==> config.mk <==
export PLATFORM = sky130hd
export DESIGN_NAME = spi_master_mc
export DESIGN_NICKNAME = d
export VERILOG_FILES = /design/src/rtl/spi_pkg.sv /design/src/rtl/spi_clk_gen.sv /design/src/rtl/spi_master_mc.sv
export SDC_FILE = /design/constraint.sdc
export NUM_CORES = 1
export LEC_CHECK = 0
export BUFFER_PORTS_ARGS = -buffer_cell sky130_fd_sc_hd__clkbuf_2
export CAP_MARGIN = 40
export CORE_ASPECT_RATIO = 1.25
export CORE_UTILIZATION = 49
export CTS_CLUSTER_DIAMETER = 120
export DETAILED_ROUTE_END_ITERATION = 12
export GPL_TIMING_DRIVEN = 0
export PLACE_DENSITY = 0.67
export SYNTH_ARGS = -nofsm -noshare
export SYNTH_HDL_FRONTEND = slang
export SYNTH_SLANG_ARGS = --single-unit
==> constraint.sdc <==
create_clock -name clk -period 1.8 [get_ports clk]
set_clock_uncertainty 0.15 [all_clocks]
set_input_delay 0.09 -clock clk [delete_from_list [all_inputs] [get_ports clk]]
set_output_delay 0.09 -clock clk [all_outputs]
set_load 0.005 [all_outputs]
==> src/rtl/spi_pkg.sv <==
// Shared definitions for the multi-CS SPI master: state encoding, SPI mode
// encoding and width helpers.
package spi_pkg;

  localparam logic [2:0] ST_IDLE  = 3'd0;
  localparam logic [2:0] ST_SETUP = 3'd1;
  localparam logic [2:0] ST_SHIFT = 3'd2;
  localparam logic [2:0] ST_HOLD  = 3'd3;
  localparam logic [2:0] ST_PAUSE = 3'd4;
  localparam logic [2:0] ST_GAP   = 3'd5;

  typedef enum logic [1:0] {
    MODE0 = 2'b00,
    MODE1 = 2'b01,
    MODE2 = 2'b10,
    MODE3 = 2'b11
  } spi_mode_e;

  function automatic spi_mode_e to_mode(input logic cpol, input logic cpha);
    return spi_mode_e'({cpol, cpha});
  endfunction

  function automatic logic mode_cpol(input spi_mode_e m);
    logic [1:0] b;
    b = m;
    return b[1];
  endfunction

  function automatic logic mode_cpha(input spi_mode_e m);
    logic [1:0] b;
    b = m;
    return b[0];
  endfunction

  // Index width for a select or counter range; never narrower than one bit.
  function automatic int cs_width(input int n);
    return (n > 1) ? $clog2(n) : 1;
  endfunction

endpackage

==> src/rtl/spi_clk_gen.sv <==
// SCK divider: counts CLK_DIV cycles per half-period while enabled, toggles SCK
// at each half-period end and flags that end as a leading or trailing edge.
module spi_clk_gen
  import spi_pkg::*;
#(
  parameter int CLK_DIV = 4
) (
  input  logic clk,
  input  logic rst,
  input  logic en,
  input  logic idle_lvl,
  output logic lead_stb,
  output logic trail_stb,
  output logic sck
);

  localparam int CNT_W = cs_width(CLK_DIV);
  localparam logic [CNT_W-1:0] DIV_LAST = CNT_W'(CLK_DIV - 1);

  logic [CNT_W-1:0] cnt;
  logic             phase;
  logic             half_end;

  assign half_end  = en && (cnt == DIV_LAST);
  assign lead_stb  = half_end && !phase;
  assign trail_stb = half_end && phase;

  // NOTE: sequential state uses non-blocking assignments so every register
  // samples pre-edge values, independent of block ordering.
  always_ff @(posedge clk) begin
    if (rst) begin
      cnt   <= '0;
      phase <= 1'b0;
      sck   <= 1'b0;
    end else if (!en) begin
      cnt   <= '0;
      phase <= 1'b0;
      sck   <= idle_lvl;
    end else if (half_end) begin
      cnt   <= '0;
      phase <= ~phase;
      sck   <= ~sck;
    end else begin
      cnt <= cnt + CNT_W'(1);
    end
  end

endmodule

==> src/rtl/spi_master_mc.sv <==
// Parametrised SPI master with chip-select bursts. Optional feature macro
// SPI_LOOPBACK_EN adds an lb_en port that feeds MOSI back into the receiver.
module spi_master_mc
  import spi_pkg::*;
#(
  parameter  int DATA_W  = 8,
  parameter  int NUM_CS  = 1,
  parameter  int CLK_DIV = 4,
  localparam int CS_W    = cs_width(NUM_CS)
) (
  input  logic              clk,
  input  logic              rst,
  input  logic              tx_valid,
  output logic              tx_ready,
  input  logic [DATA_W-1:0] tx_data,
  input  logic [CS_W-1:0]   cs_sel,
  input  logic              hold_cs,
  input  logic              cpol,
  input  logic              cpha,
  input  logic              lsb_first,
  output logic              rx_valid,
  output logic [DATA_W-1:0] rx_data,
  output logic              busy,
  output logic              SCK,
  output logic              MOSI,
  input  logic              MISO,
`ifdef SPI_LOOPBACK_EN
  input  logic              lb_en,
`endif
  output logic [NUM_CS-1:0] CS_N
);

  localparam int CNT_W = cs_width(CLK_DIV);
  localparam logic [CNT_W-1:0] DIV_LAST = CNT_W'(CLK_DIV - 1);
  localparam int BC_W = $clog2(DATA_W + 1);
  localparam logic [BC_W-1:0] BC_FULL = BC_W'(DATA_W);
  localparam logic [BC_W-1:0] BC_LAST = BC_W'(DATA_W - 1);

  logic [2:0]        state, state_d;
  logic [CNT_W-1:0]  ph_cnt;
  spi_mode_e         mode_q, mode_d;
  logic              lsb_q, lsb_d;
  logic [CS_W-1:0]   cs_q, cs_d;
  logic              hold_q;
  logic [DATA_W-1:0] tx_word, rx_shift, rx_next;
  logic [BC_W-1:0]   bit_cnt;
  logic [NUM_CS-1:0] cs_n_d;
  logic accept, from_idle, ph_last, timed, cpha_q;
  logic lead_stb, trail_stb, sample_stb, drive_stb, final_edge, miso_in;

  assign tx_ready  = (state == ST_IDLE) || (state == ST_PAUSE);
  assign busy      = (state != ST_IDLE);
  assign accept    = tx_valid && tx_ready;
  assign from_idle = (state == ST_IDLE);
  assign ph_last   = (ph_cnt == DIV_LAST);
  assign timed     = (state == ST_SETUP) || (state == ST_HOLD) || (state == ST_GAP);

  // Mode, order and select only change when a burst starts from IDLE.
  assign mode_d = (accept && from_idle) ? to_mode(cpol, cpha) : mode_q;
  assign lsb_d  = (accept && from_idle) ? lsb_first : lsb_q;
  assign cs_d   = (accept && from_idle) ? cs_sel : cs_q;
  assign cpha_q = mode_cpha(mode_q);

`ifdef SPI_LOOPBACK_EN
  assign miso_in = lb_en ? MOSI : MISO;
`else
  assign miso_in = MISO;
`endif

  spi_clk_gen #(.CLK_DIV(CLK_DIV)) u_clk_gen (
    .clk       (clk),
    .rst       (rst),
    .en        (state == ST_SHIFT),
    .idle_lvl  (mode_cpol(mode_d)),
    .lead_stb  (lead_stb),
    .trail_stb (trail_stb),
    .sck       (SCK)
  );

  assign sample_stb = cpha_q ? trail_stb : lead_stb;
  assign drive_stb  = cpha_q ? lead_stb : trail_stb;
  // The last SCK edge is always a trailing one; CPHA=1 samples on it too.
  assign final_edge = trail_stb && (bit_cnt == (cpha_q ? BC_LAST : BC_FULL));

  function automatic logic pick_bit(input logic [DATA_W-1:0] w,
                                    input logic [BC_W-1:0] idx, input logic lsb);
    logic b;
    b = 1'b0;
    for (int i = 0; i < DATA_W; i++)
      if (i == int'(idx)) b = lsb ? w[i] : w[DATA_W-1-i];
    return b;
  endfunction

  // NOTE: every combinational output gets a default first so no path leaves
  // it unassigned, which would infer a latch.
  always_comb begin
    rx_next = {rx_shift[DATA_W-2:0], miso_in};
    if (lsb_q) rx_next = {miso_in, rx_shift[DATA_W-1:1]};
  end

  always_comb begin
    state_d = state;
    case (state)
      ST_IDLE:  if (accept)     state_d = ST_SETUP;
      ST_SETUP: if (ph_last)    state_d = ST_SHIFT;
      ST_SHIFT: if (final_edge) state_d = ST_HOLD;
      ST_HOLD:  if (ph_last)    state_d = hold_q ? ST_PAUSE : ST_GAP;
      ST_PAUSE: if (accept)     state_d = ST_SHIFT;
      ST_GAP:   if (ph_last)    state_d = ST_IDLE;
      default:                  state_d = ST_IDLE;
    endcase
  end

  // An out-of-range select leaves every CS_N high.
  always_comb begin
    cs_n_d = '1;
    if (state_d == ST_SETUP || state_d == ST_SHIFT ||
        state_d == ST_HOLD  || state_d == ST_PAUSE)
      for (int i = 0; i < NUM_CS; i++)
        if (int'(cs_d) == i) cs_n_d[i] = 1'b0;
  end

  always_ff @(posedge clk) begin
    if (rst) begin
      state    <= ST_IDLE;
      ph_cnt   <= '0;
      mode_q   <= MODE0;
      lsb_q    <= 1'b0;
      cs_q     <= '0;
      hold_q   <= 1'b0;
      tx_word  <= '0;
      rx_shift <= '0;
      bit_cnt  <= '0;
      rx_data  <= '0;
      rx_valid <= 1'b0;
      MOSI     <= 1'b0;
      CS_N     <= '1;
    end else begin
      state    <= state_d;
      mode_q   <= mode_d;
      lsb_q    <= lsb_d;
      cs_q     <= cs_d;
      CS_N     <= cs_n_d;
      rx_valid <= final_edge;
      ph_cnt   <= (state_d != state || !timed) ? '0 : ph_cnt + CNT_W'(1);
      if (accept) begin
        tx_word  <= tx_data;
        hold_q   <= hold_cs;
        bit_cnt  <= '0;
        rx_shift <= '0;
        // CPHA=0 must present the first bit before the first (sampling) edge.
        if (!mode_cpha(mode_d)) MOSI <= pick_bit(tx_data, '0, lsb_d);
      end else if (state == ST_SHIFT) begin
        if (sample_stb) begin
          rx_shift <= rx_next;
          bit_cnt  <= bit_cnt + BC_W'(1);
        end
        if (drive_stb && bit_cnt < BC_FULL) MOSI <= pick_bit(tx_word, bit_cnt, lsb_q);
        if (final_edge) rx_data <= cpha_q ? rx_next : rx_shift;
      end
    end
  end

endmodule

==> summary.md, run 1 <==
| Metric | Value |
|---|---|
| Status | `completed` |
| Switching power | `526 uW` |
| Layout area overhead | `22.9%` |
| CP max FO | `10` |
| # port buffers | `30` |
| Yosys cell types | `39` |
| Area of the multi-input gates | `1190 um2` |
| Flops & latches, synth | `45` |
| Number of buffers created by CTS | `5` |
| Total wire length | `4800 um` |
| Worst path cell trace | `buf_6 -> inv_2 -> nand2_1 -> nor3_2 -> mux2i_1 -> a211oi_1` |
| Switch share | `27.0%` |
| # rows | `26` |
| Leading area contributor after synthesis | `dfxtp_1` |
| Starting DRT DRC Count | `53` |
| Syn Std Cell Area | `2180 um2` |
| Hold Crit Class | `input pin to flip-flop` |
| # nets final | `323` |
| YS warnings | `0` |
| First-pass GRT wire length | `7700 um` |
| CTS tree | `yes` |
| Post-synth EDFFs | `0` |
| Final setup fails | `0` |
| Maxcap violations | `0` |
| Slew Viols, Final | `0` |
| Achievable Freq | `578 MHz` |
| First-pass DRT Iterations | `4` |
| Mapped Cells | `249` |
| Initial antenna violation count | `0` |
| Register area share after synthesis | `41.3%` |
| CP Capture Type | `flip-flop` |
| Crit start category | `flip-flop` |
| Max rail drop VDD | `0.545 mV` |
| Syn Nets | `272` |
| Fin. Hold Viols | `0` |
| Commonest register cell after synthesis | `dfxtp_1` |
| H-Tree Depth | `2` |
| Worst path required time | `1.83 ns` |
| Post-route minimum period | `1.73 ns` |
| Layout cells sized above 1 | `20.3%` |
| Avg Inst Size Synth | `8.76 um2` |
| Seq pwr share | `53.5%` |
| Initial core utilization | `52.4%` |
| Clock transition at path regs | `0.09 ns` |
| Core ar. | `4160 um2` |
| Pint | `1420 uW` |
| Setup WS post-layout | `0.0703 ns` |
| Worst-skew pair later-pin latency | `0.31 ns` |
| Flip-flop and latch area | `903 um2` |
| DR vias | `1928` |
| HPWL after DPL | `3380 um` |
| Drt wl/cell | `13.5 um` |
| Synth async-reset ratio | `0%` |
| Top area cells in the synthesized netlist | `dfxtp_1 41%, mux2i_1 12%, nor2_1 7.6%` |
| Clock power share | `33.9%` |
| Top-area cell type share of the netlist area | `41.3%` |
| Chip Width | `61.7 um` |
| Drt drc | `0` |
| Grt ovf | `0` |
| Clock tree sinks | `45` |
| Leakage | `0.00102 uW` |
| Combinational power share | `12.6%` |
| Vias in the first global route | `1825` |
| Pwr dens | `727 nW/um2` |
| Die ar. | `4720 um2` |
| CTS Root Cell | `clkbuf_8` |
| Vias/cell | `5.40` |
| Largest net degree at the start of global routing | `17` |
| Fillers | `399` |
| Worst-margin pin slew | `0.604 ns` |
| Final period util | `96.1%` |
| Die Y | `76.6 um` |
| ANT nets after route | `0` |
| Crit path kind | `flip-flop to flip-flop` |
| Arrival @ worst endpoint | `1.76 ns` |
| Post-Place Worst Slack | `-0.0748 ns` |
| RSZ-0062 raised after global routing | `true` |
| I/O pin total | `31` |
| Final Power | `1950 uW` |
| Slew headroom | `59.6%` |
| Routability cong. | `0.782` |
| CP max stage cell | `nor3_2` |
| N_diodes | `0` |
| CTS Buffer Depth | `2` |
| Cells after DPL | `335` |
| Total Routing Usage GR | `21.8%` |
| Cell Count, Final, Fillers Out | `357` |
| Slowest cell delay on critical path | `0.44 ns` |
## worst max-delay path: cells and delay by family (launching register included)
kind / cells / cell delay [ns]
AOI/OAI and AO/OA: 1 / 0.10
and+or+nand+nor: 2 / 0.52
muxes: 1 / 0.29
buffers and inverters: 2 / 0.21
DFF: 1 / 0.32
## flip-flops by register name, summed over array words and instances, names as in the netlist
| name | flops |
|---|---|
| CS_N | 1 |
| MOSI | 1 |
| bit_cnt | 4 |
| cs_q | 1 |
| hold_q | 1 |
| lsb_q | 1 |
| mode_q | 2 |
| ph_cnt | 2 |
| rx_data | 8 |
| rx_shift | 8 |
| rx_valid | 1 |
| state | 3 |
| tx_word | 8 |
| u_clk_gen.cnt | 2 |
| u_clk_gen.phase | 1 |
| u_clk_gen.sck | 1 |
## cell usage after synthesis, types with 2 or more instances
master,instances
a211oi_1,11
a21oi_1,23
a221oi_1,2
a311oi_1,2
and3_1,3
buf_2,5
buf_4,2
buf_6,3
clkbuf_1,5
dfxtp_1,45
ha_1,6
inv_1,3
mux2_2,4
mux2i_1,26
nand2_1,28
nand3_1,2
nand4_1,3
nor2_1,44
nor2b_1,4
nor3_1,2
o21ai_0,3
xnor2_1,5
xor2_1,2
## final cells by class
| type | instances | area share [%] |
|---|---|---|
| multi-input cells | 184 | 44.4 |
| plain buffers | 15 | 4.06 |
| flip-flops and latches | 45 | 33.7 |
| well taps | 56 | 2.61 |
| clock buffers | 5 | 2.57 |
| inverters | 4 | 0.560 |
| clock inverters | 3 | 0.933 |
| repair buffers | 45 | 11.2 |
## worst paths after layout
| path | startpoint | cells past startpoint | end | slack (ns) |
|---|---|---|---|---|
| max | state[1]$_SDFF_PP0_ | 6 | u_clk_gen.sck$_SDFFE_PP0P_ | 0.07 |
| min | MISO | 3 | rx_shift[0]$_SDFFE_PP0P_ | 0.05 |
| max reg2reg | state[1]$_SDFF_PP0_ | 6 | u_clk_gen.sck$_SDFFE_PP0P_ | 0.07 |
| min reg2reg | ph_cnt[0]$_SDFF_PP0_ | 1 | ph_cnt[0]$_SDFF_PP0_ | 0.28 |
## what timing repair did
| item | in CTS | in global routing |
|---|---|---|
| buffers inserted | 0 | 0 |
| endpoints found under the setup margin | 10 | 11 |
| gates resized for setup | 1 | 12 |
| hold buffers | 15 | 0 |
| hold endpoints to repair | 16 | 0 |
| gates cloned | 0 | 0 |
| pin swaps | 0 | 1 |
## logic make-up after synthesis
kind of cell	count (synthesis)	share of synthesized area (%)
and+or+nand+nor	96	20.2
DFF	45	41.3
AOI/OAI and AO/OA	44	12.6
muxes	31	14.5
buffers and inverters	20	5.11
xor gates and xnor gates	7	2.81
adders and majority gates	6	3.44
## cell usage in the layout, fill, tap and decap left out, types with 2 or more instances in the layout
| cell | netlist | final |
|---|---|---|
| nand3_1 | 2 | 2 |
| dfxtp_2 | 0 | 2 |
| mux2i_1 | 26 | 26 |
| ha_1 | 6 | 5 |
| xor2_1 | 2 | 2 |
| clkbuf_2 | 0 | 30 |
| dfxtp_1 | 45 | 43 |
| buf_6 | 3 | 6 |
| nand2_1 | 28 | 28 |
| mux2_2 | 4 | 4 |
| a311oi_1 | 2 | 2 |
| inv_1 | 3 | 3 |
| nand4_1 | 3 | 3 |
| a21oi_1 | 23 | 23 |
| xnor2_1 | 5 | 5 |
| buf_2 | 5 | 3 |
| nor2_1 | 44 | 44 |
| o21ai_0 | 3 | 2 |
| inv_6 | 0 | 2 |
| a211oi_1 | 11 | 11 |
| nor3_1 | 2 | 2 |
| nor2b_1 | 4 | 4 |
| clkbuf_1 | 5 | 4 |
| a221oi_1 | 2 | 2 |
| and3_1 | 3 | 2 |
| clkbuf_8 | 0 | 5 |
| dlygate4sd3_1 | 0 | 15 |
## power by group through the flow
stage / clock network (uW) / registers, uW / logic, uW
2_1_floorplan: 0 / 1060 / 148
3_3_place_gp: 0 / 1060 / 213
3_5_place_dp: 0 / 1060 / 216
4_1_cts: 670 / 1040 / 243
5_1_grt: 715 / 1050 / 272
6_report: 661 / 1040 / 246
## per-layer routing
| metal | track usage [%] | routed length (um) |
|---|---|---|
| met1 | 25.1 | 2090 |
| met2 | 37.3 | 2450 |
| met3 | 5.26 | 186 |
| met4 | 8.22 | 79 |
| met5 | 0 | 0 |
## stage by stage
stage / hold WS [ns] / utilization (%) / TNS (ns) / area (um2)
6_report: 0.0457 / 64.4 / 0 / 2680
5_1_grt: 0.0748 / 64.4 / -0.0461 / 2680
3_3_place_gp: 0.163 / 57.7 / -0.373 / 2400
3_5_place_dp: 0.170 / 57.7 / -0.555 / 2400
4_1_cts: 0.0395 / 63.5 / 0 / 2640
2_1_floorplan: 0.0116 / - / 0 / 2180
Note: power is estimated with default switching activity, not from simulation.
==> inputs of run 2 (changes only) <==
--- a/config.mk
+++ b/config.mk
@@ -9,3 +9,3 @@
 export CAP_MARGIN = 40
-export CORE_ASPECT_RATIO = 1.25
+export CORE_ASPECT_RATIO = 0.9
 export CORE_UTILIZATION = 49
@@ -14,3 +14,3 @@
 export GPL_TIMING_DRIVEN = 0
-export PLACE_DENSITY = 0.67
+export PLACE_DENSITY = 0.7
 export SYNTH_ARGS = -nofsm -noshare
==> constraint.sdc (replaced) <==
create_clock -name clk -period 1.5 [get_ports clk]
set_clock_uncertainty 0.15 [all_clocks]
set_input_delay 0.3 -clock clk [delete_from_list [all_inputs] [get_ports clk]]
set_output_delay 0.3 -clock clk [all_outputs]
set_load 0.005 [all_outputs]
==> run 2 against run 1 <==
Against the previous run:
- critical path depth is 1 lower
- the flow now finishes with violations (negative setup slack)
- register-to-register slack worse by 0.30 ns
- non-clock buffer count is 2 higher
- setup slack worse by 0.30 ns
- sequential share of layout area is 3.4 points lower
- clock power is 46% higher
- cell count is 1.7% higher
- power is 32% higher
- sequential power is 20% higher
- via count is 2.8% higher
==> summary.md, run 2 (synthesis results as in run 1) <==
| Metric | Value |
|---|---|
| Vias/cell | `5.46` |
| Slew Viols, Final | `0` |
| Maxcap violations | `0` |
| Total wire length | `5380 um` |
| Pwr dens | `848 nW/um2` |
| CTS tree | `yes` |
| Grt ovf | `0` |
| Routability cong. | `0.829` |
| Hold Slack | `0.0675 ns` |
| Achievable Freq | `577 MHz` |
| # rows | `22` |
| Flip-flop and latch area | `921 um2` |
| CP Capture Type | `flip-flop` |
| Hold Crit Class | `input pin to flip-flop` |
| Setup WS post-layout | `-0.233 ns` |
| Initial antenna violation count | `0` |
| Worst-margin pin slew | `0.611 ns` |
| Starting DRT DRC Count | `149` |
| Initial core utilization | `52.1%` |
| Arrival @ worst endpoint | `1.78 ns` |
| Area of the multi-input gates | `1400 um2` |
| Die ar. | `4720 um2` |
| Total Routing Usage GR | `23.3%` |
| Drt drc | `0` |
| RSZ-0062 raised after global routing | `true` |
| # port buffers | `30` |
| Post-CTS Hold Buffers | `0` |
| Switch share | `25.7%` |
| Chip Width | `72.3 um` |
| Most common cell after layout, fill and taps aside | `nor2_1` |
| Final period util | `116%` |
| DR vias | `1982` |
| Vias in the first global route | `1776` |
| I/O pin total | `31` |
| Clock power share | `37.4%` |
| Switching power | `664 uW` |
| Seq pwr share | `48.5%` |
| CTS Root Cell | `clkbuf_8` |
| CP max FO | `5` |
| Core Util, Final | `72.6%` |
| Layout cells sized above 1 | `42.6%` |
| Worst-skew pair later-pin latency | `0.31 ns` |
| Failing checks | `negative setup slack` |
| Number of buffers created by CTS | `5` |
| # nets final | `325` |
| Clock tree sinks | `45` |
| Worst path required time | `1.54 ns` |
| Core ar. | `4180 um2` |
| Slew headroom | `59.2%` |
| ANT nets after route | `0` |
| N_diodes | `0` |
| First-pass DRT Iterations | `4` |
| Post-route minimum period | `1.73 ns` |
| HPWL after DPL | `3240 um` |
| Leakage | `0.00115 uW` |
| Drt wl/cell | `14.8 um` |
| Cells after DPL | `339` |
| Pint | `1910 uW` |
| Most frequent cells in the layout | `38 x nor2_1, 35 x dfxtp_1, 31 x clkbuf_2` |
| TNS Setup | `-3.48 ns` |
| Fin. Hold Viols | `0` |
| CTS Buffer Depth | `2` |
| Largest net degree at the start of global routing | `17` |
| Status | `complete, but fails checks` |
| Max rail drop VDD | `0.705 mV` |
| Die Y | `65.3 um` |
| Layout area overhead | `39.4%` |
| Clock transition at path regs | `0.09 ns` |
| First-pass GRT wire length | `8350 um` |
| Combinational power share | `14.1%` |
| H-Tree Depth | `2` |
| Final setup fails | `39` |
| Crit start category | `flip-flop` |
| Crit path kind | `flip-flop to flip-flop` |
| Biggest regs | `rx_data (8), rx_shift (8), tx_word (8)` |
| Cell Count, Final, Fillers Out | `363` |
| Fillers | `307` |
[run 2: cell count changes in the layout (fill, tap and decap cells not counted), moves of 5 or more]
cell,delta
a211oi_1,-8
nor2_1,-6
dfxtp_1,-8
nor2_2,+5
nand2_2,+7
a211oi_2,+9
nand2_1,-7
buf_6,+9
dfxtp_2,+5
dlygate4sd3_1,-15
[run 2: path summary, 6_finish.rpt]
kind                        startpoint                       to  slack (ns)  cells after the start
hold reg to reg   ph_cnt[0]$_SDFF_PP0_     ph_cnt[0]$_SDFF_PP0_        0.27                      1
setup / recovery   state[0]$_SDFF_PP0_        MOSI$_SDFFE_PP0P_       -0.23                      5
setup reg to reg   state[0]$_SDFF_PP0_        MOSI$_SDFFE_PP0P_       -0.23                      5
hold / removal              tx_data[2]  tx_word[2]$_SDFFE_PP0P_        0.07                      3
[run 2: layout make-up]
class | instances | area share [%]
multi-input cells | 184 | 46.0
flip-flops and latches | 45 | 30.3
repair buffers | 48 | 12.5
plain buffers | 14 | 4.45
well taps | 60 | 2.47
clock buffers | 5 | 2.26
clock inverters | 3 | 1.56
inverters | 4 | 0.494
[run 2: per-layer routing]
metal	routed length, um	vias up	part of all wire (%)	global-route usage [%]
li1	-	970	-	-
met1	2600	935	48	33.0
met2	2440	64	45	34.1
met3	239	13	4.4	5.21
met4	102	0	1.9	9.07
met5	0	-	0	0
[run 2: repair_timing]
item | 4_1_cts | 5_1_grt
pin swaps | 22 | 5
setup endpoints to repair | 40 | 40
buffers inserted | 11 | 3
resized for setup | 52 | 27
cloned | 3 | 1
[run 2: critical path, cell delays in order (launching register included)]
cell	delay [ns]
dfxtp_2	0.35
buf_6	0.13
or3b_4	0.40
a211oi_2	0.20
o31ai_1	0.12
a311oi_1	0.28
[run 2: power groups by stage]
stage	logic (uW)	registers, uW	clock network (uW)
finish	362	1250	965
global route	394	1260	1030
CTS	338	1250	972
detailed placement	270	1280	0
global placement	266	1280	0
floorplan	189	1280	0
[run 2: through the flow]
step	power [uW]	cell area (um2)	setup WS [ns]
finish	2580	3040	-0.233
global route	2680	3040	-0.290
CTS	2560	2910	-0.175
detailed placement	1550	2460	-0.222
global placement	1540	2460	-0.189
floorplan	1460	2240	-0.00822
